==> src/rtl/ttt_game_ctrl.sv <==
// rtl/ttt_game_ctrl.sv - tic-tac-toe game sequencer with board registers, turn FSM and timeout forfeit

module check_win (
    input  logic [8:0] sym,
    input  logic [8:0] val,
    output logic [1:0] gs
);
    logic [8:0] xs;
    logic [8:0] os;

    function automatic logic has_line(input logic [8:0] b);
        return (b[0] & b[1] & b[2]) | (b[3] & b[4] & b[5]) | (b[6] & b[7] & b[8]) |
               (b[0] & b[3] & b[6]) | (b[1] & b[4] & b[7]) | (b[2] & b[5] & b[8]) |
               (b[0] & b[4] & b[8]) | (b[2] & b[4] & b[6]);
    endfunction

    assign xs = sym & val;
    assign os = ~sym & val;
    assign gs = {has_line(os), has_line(xs)};
endmodule

module ttt_game_ctrl #(
    parameter int TIMEOUT_CYCLES = 1024,
    parameter int CNT_W          = 11
) (
    input  logic       clk,
    input  logic       rst,
    input  logic       new_game,
    input  logic       first_player,
    input  logic       move_valid,
    input  logic [3:0] move_pos,
    output logic [8:0] sym,
    output logic [8:0] val,
    output logic       turn,
    output logic       ready,
    output logic       move_ack,
    output logic       move_err,
    output logic       x_win,
    output logic       o_win,
    output logic       draw,
    output logic       timeout,
    output logic       game_over
);
    localparam logic [2:0] S_IDLE   = 3'd0;
    localparam logic [2:0] S_X_TURN = 3'd1;
    localparam logic [2:0] S_O_TURN = 3'd2;
    localparam logic [2:0] S_CHECK  = 3'd3;
    localparam logic [2:0] S_DONE   = 3'd4;

    localparam logic [CNT_W-1:0] TO_LAST = CNT_W'(TIMEOUT_CYCLES - 1);

    logic [2:0]       state;
    logic [3:0]       move_cnt;
    logic [CNT_W-1:0] tcnt;
    logic [1:0]       gs;
    logic [15:0]      pos_dec;
    logic [8:0]       cell_bit;
    logic             pos_ok;
    logic             legal;
    logic             in_turn;
    logic             tmo_hit;

    check_win u_check_win (
        .sym (sym),
        .val (val),
        .gs  (gs)
    );

    assign pos_dec   = 16'd1 << move_pos;
    assign cell_bit  = pos_dec[8:0];
    assign pos_ok    = (move_pos <= 4'd8);
    assign legal     = pos_ok && ((val & cell_bit) == 9'd0);
    assign in_turn   = (state == S_X_TURN) || (state == S_O_TURN);
    assign tmo_hit   = (TIMEOUT_CYCLES != 0) && (tcnt == TO_LAST);
    assign ready     = in_turn;
    assign game_over = (state == S_DONE);

    always_ff @(posedge clk or posedge rst) begin
        if (rst) begin
            state    <= S_IDLE;
            sym      <= 9'd0;
            val      <= 9'd0;
            turn     <= 1'b0;
            move_cnt <= 4'd0;
            tcnt     <= '0;
            move_ack <= 1'b0;
            move_err <= 1'b0;
            x_win    <= 1'b0;
            o_win    <= 1'b0;
            draw     <= 1'b0;
            timeout  <= 1'b0;
        end else begin
            move_ack <= 1'b0;
            move_err <= 1'b0;
            // new_game wins over everything, including a same-cycle move
            if (new_game) begin
                sym      <= 9'd0;
                val      <= 9'd0;
                move_cnt <= 4'd0;
                tcnt     <= '0;
                x_win    <= 1'b0;
                o_win    <= 1'b0;
                draw     <= 1'b0;
                timeout  <= 1'b0;
                turn     <= first_player;
                state    <= first_player ? S_X_TURN : S_O_TURN;
            end else begin
                case (state)
                    S_X_TURN, S_O_TURN: begin
                        if (move_valid && legal) begin
                            val      <= val | cell_bit;
                            sym      <= turn ? (sym | cell_bit) : (sym & ~cell_bit);
                            move_cnt <= move_cnt + 4'd1;
                            move_ack <= 1'b1;
                            tcnt     <= '0;
                            state    <= S_CHECK;
                        end else begin
                            if (move_valid) begin
                                move_err <= 1'b1;
                            end
                            // the idle player forfeits; the other side takes the win
                            if (tmo_hit) begin
                                timeout <= 1'b1;
                                o_win   <= turn;
                                x_win   <= ~turn;
                                tcnt    <= '0;
                                state   <= S_DONE;
                            end else if (TIMEOUT_CYCLES != 0) begin
                                tcnt <= tcnt + CNT_W'(1);
                            end
                        end
                    end
                    S_CHECK: begin
                        if (move_valid) begin
                            move_err <= 1'b1;
                        end
                        if (gs[0]) begin
                            x_win <= 1'b1;
                            state <= S_DONE;
                        end else if (gs[1]) begin
                            o_win <= 1'b1;
                            state <= S_DONE;
                        end else if (move_cnt == 4'd9) begin
                            draw  <= 1'b1;
                            state <= S_DONE;
                        end else begin
                            turn  <= ~turn;
                            tcnt  <= '0;
                            state <= turn ? S_O_TURN : S_X_TURN;
                        end
                    end
                    S_IDLE, S_DONE: begin
                        if (move_valid) begin
                            move_err <= 1'b1;
                        end
                    end
                    default: begin
                        if (move_valid) begin
                            move_err <= 1'b1;
                        end
                        state <= S_IDLE;
                    end
                endcase
            end
        end
    end
endmodule

==> config.mk <==
export PLATFORM = sky130hd
export DESIGN_NAME = ttt_game_ctrl
export DESIGN_NICKNAME = d
export VERILOG_FILES = /design/src/rtl/ttt_game_ctrl.sv
export SDC_FILE = /design/constraint.sdc
export NUM_CORES = 1
export LEC_CHECK = 0
export CORE_MARGIN = 5
export CORE_UTILIZATION = 35
export CTS_BUF_LIST = sky130_fd_sc_hd__clkbuf_2
export CTS_CLUSTER_SIZE = 40
export DETAILED_ROUTE_END_ITERATION = 12
export MAX_ROUTING_LAYER = met4
export PLACE_DENSITY = 0.62
export REMOVE_ABC_BUFFERS = 1
export SLEW_MARGIN = 10
export SYNTH_ARGS = -nofsm -noshare
export SYNTH_HDL_FRONTEND = slang
export SYNTH_SLANG_ARGS = --single-unit
==> constraint.sdc <==
create_clock -name clk -period 4 [get_ports clk]
set_clock_uncertainty 0.1 [all_clocks]
set_input_delay 0.4 -clock clk [delete_from_list [all_inputs] [get_ports clk]]
set_output_delay 0.4 -clock clk [all_outputs]
set_load 0.05 [all_outputs]
==> reports/summary.txt <==
============================================================================
Number of cells produced by synthesis                                    283
Fraction of power spent switching nets                                 39.4%
P_sw                                                                0.406 mW
Total routing usage reported by global routing                         15.5%
Pin count of the biggest net entering global routing                      44
Setup repair after global routing missed its margin                    false
Part of the total power dissipated in sequential elements              50.2%
Clock period minus worst slack                                       3040 ps
Wire length per cell                                                 16.5 µm
Areal power density over the cells                                336 nW/µm²
Number of global-route vias before repair                               2102
Tcrit/Tclk final                                                       76.1%
Post-layout nets                                                         325
Vias post-DR                                                            2265
Overall power after layout                                           1.03 mW
Reg-to-reg critical path startpoint                             val[4]$_DFFE_PP0P_
Post-synth ARST share                                                   100%
Initial drt markers                                                      182
CTS Root Cell                                                       clkbuf_2
Core Region                                                         7290 µm²
Type of the worst setup path                                       in -> reg
Clock power frac                                                       18.7%
Final-layout fill cell count                                             753
Worst voltage drop across the vdd grid                                310 µV
Fraction of layout instances using a drive strength above 1            9.55%
Part of the Yosys area used for sequential elements                    41.1%
Initial core utilization                                               35.9%
Remaining global-route overflow                                            0
Total clock sinks                                                         43
Number of setup buffers added after CTS                                    0
Placer congestion estimate                                             0.838
Max-cap check violation count                                              0
Status                                                          finished clean
Transition at the pin with the smallest max-transition slack          698 ps
Most common library cell in the layout ignoring fill and taps        dfrtp_1
Register bit count reported by yosys                                      43
Num CTS Buffers                                                            5
Clock transition at the registers of the reported paths               230 ps
Fmax achieved                                                        329 MHz
Leading cell types in the layout, fill and taps excluded        dfrtp_1 (43), clkdlybuf4s50_1 (35), nand2_1 (23)
Clk buf depth                                                              2
CP max FO                                                                 14
DIE AREA                                                            9320 µm²
Number of core rows                                                       31
Final Slew Violations                                                      0
Residual DRC count                                                         0
Share of total power in combinational logic                            31.0%
Final setup violation count                                                0
Final non-filler cell total                                              413
Worst hold-check path type                                       in -> async
Chip Width                                                           96.5 µm
Synthesis-to-layout area growth                                        16.9%
Int Pwr                                                             0.624 mW
First-pass GRT wire length                                           10.9 mm
Number of synthesized flops with an enable pin                             0
# port buffers                                                            35
Remaining max-slew budget at the tightest pin                          53.5%
Final Util                                                             42.0%
Count of final hold-check violations                                       0
Critical Path Source                                             move_pos[0]
Antenna violations before repair                                           0
Number of routed nets with antenna violations                              0
Post-Route Setup TNS                                                    0 ps
I/O pins                                                                  36
Worst-skew pair later-pin latency                                     410 ps
Synthesized area per cell                                           9.26 µm²
Leakage power summed over all cells                                  1.24 nW
Multi-input combinational cell area                                 1370 µm²
Detailed-route vias per instance                                        5.48
Register area                                                       1080 µm²
Cells after DPL                                                          405
DPL Wire Length                                                      4.77 mm
Arrival time of the worst setup path                                 3250 ps
Crit start category                                               input port
N_diodes                                                                   0
Cell Area, Synth                                                    2620 µm²
Vert. Die Dim                                                        96.5 µm
Leading register cell type out of synthesis                          dfrtp_1
Total routed wirelength                                              6.82 mm
Type of destination of the critical path                           flip-flop
Clock tree from TritonCTS                                                yes
Number of distinct library cells after synthesis                          62
Number of gates resized after cts                                          0
Warnings, synthesis                                                        0
Data required time at the worst endpoint                             4210 ps
Hold bufs inserted after CTS                                               0
Drt first pass iters                                                       5
H-tree Lvls                                                                2
============================================================================
## area by class of cell
class / count / area share [%]
flip-flops and latches: 43 / 35.1
clock buffers: 7 / 1.14
repair buffers: 39 / 12.4
well taps: 99 / 4.04
multi-input cells: 203 / 44.6
inverters: 21 / 2.57
clock inverters: 1 / 0.163
## state kept, by name, indices dropped and copies added, names as in the netlist
signal and count:
tcnt 11, sym 9, val 9, move_cnt 4
state 3, draw 1, move_ack 1, move_err 1
o_win 1, timeout 1, turn 1, x_win 1
## cells in the mapped netlist (6+ instances only)
cell / n / area, µm²
a21oi_1: 21 / 105
nor4bb_1: 7 / 70.1
nor3_1: 6 / 30.0
clkbuf_1: 11 / 41.3
nand2_1: 23 / 86.3
nand3_1: 16 / 80.1
o21ai_0: 6 / 30.0
dfrtp_1: 43 / 1080
nand4_1: 13 / 81.3
inv_1: 21 / 78.8
a211oi_1: 6 / 45.0
nor2_1: 19 / 71.3
mux2i_1: 9 / 90.1
## final timing paths
check	end	slack [ps]	cells after the start
worst max-delay path	sym[3]$_DFFE_PP0P_	960	8
worst min-delay path	tcnt[1]$_DFFE_PP0P_	290	3
worst max register to register	sym[3]$_DFFE_PP0P_	1200	7
worst min register to register	timeout$_DFFE_PP0P_	430	2
max in group asynchronous	move_ack$_DFF_PP0_	3110	3
min in group clk	timeout$_DFFE_PP0P_	430	2
## logic make-up after synthesis
| family | after synthesis | synth area share (%) |
|---|---|---|
| AND/OR/NAND/NOR | 117 | 26.3 |
| AO/OA/AOI/OAI | 65 | 17.7 |
| flip-flops | 43 | 41.1 |
| buffers and inverters | 37 | 6.83 |
| multiplexers | 12 | 4.73 |
| XOR/XNOR | 6 | 2.00 |
| adder cells (fa/ha/maj) | 3 | 1.43 |
## per-layer routing
layer	part of all wire (%)	track usage [%]	vias up
met3	4.0	2.71	7
li1	-	-	1101
met5	0	-	-
met4	1.0	4.67	0
met2	46	22.8	63
met1	49	22.0	1094
## worst max-delay path: stages
cell and delay [ps]:
clkdlybuf4s50_1 600, or4b_4 590, o32a_1 210, a2111oi_4 190
buf_4 220, and3_1 630, nand4_1 230, mux2i_1 170
## stage by stage
| step | worst slack (ps) | cell area [µm²] | hold slack [ps] |
|---|---|---|---|
| 2_1_floorplan | 1240 | 2520 | 358 |
| 3_5_place_dp | 515 | 3030 | 400 |
| 4_1_cts | 987 | 3070 | 305 |
| 6_report | 958 | 3070 | 294 |
| 3_3_place_gp | 572 | 3030 | 393 |
| 5_1_grt | 822 | 3070 | 345 |
## power by group through the flow
stage,Combinational (mW),Clock (mW),Sequential (mW)
finish,0.320,0.193,0.517
global route,0.348,0.211,0.524
CTS,0.319,0.200,0.516
detailed placement,0.317,0,0.524
global placement,0.313,0,0.523
floorplan,0.194,0,0.537
(Power assumes the default switching activity.)
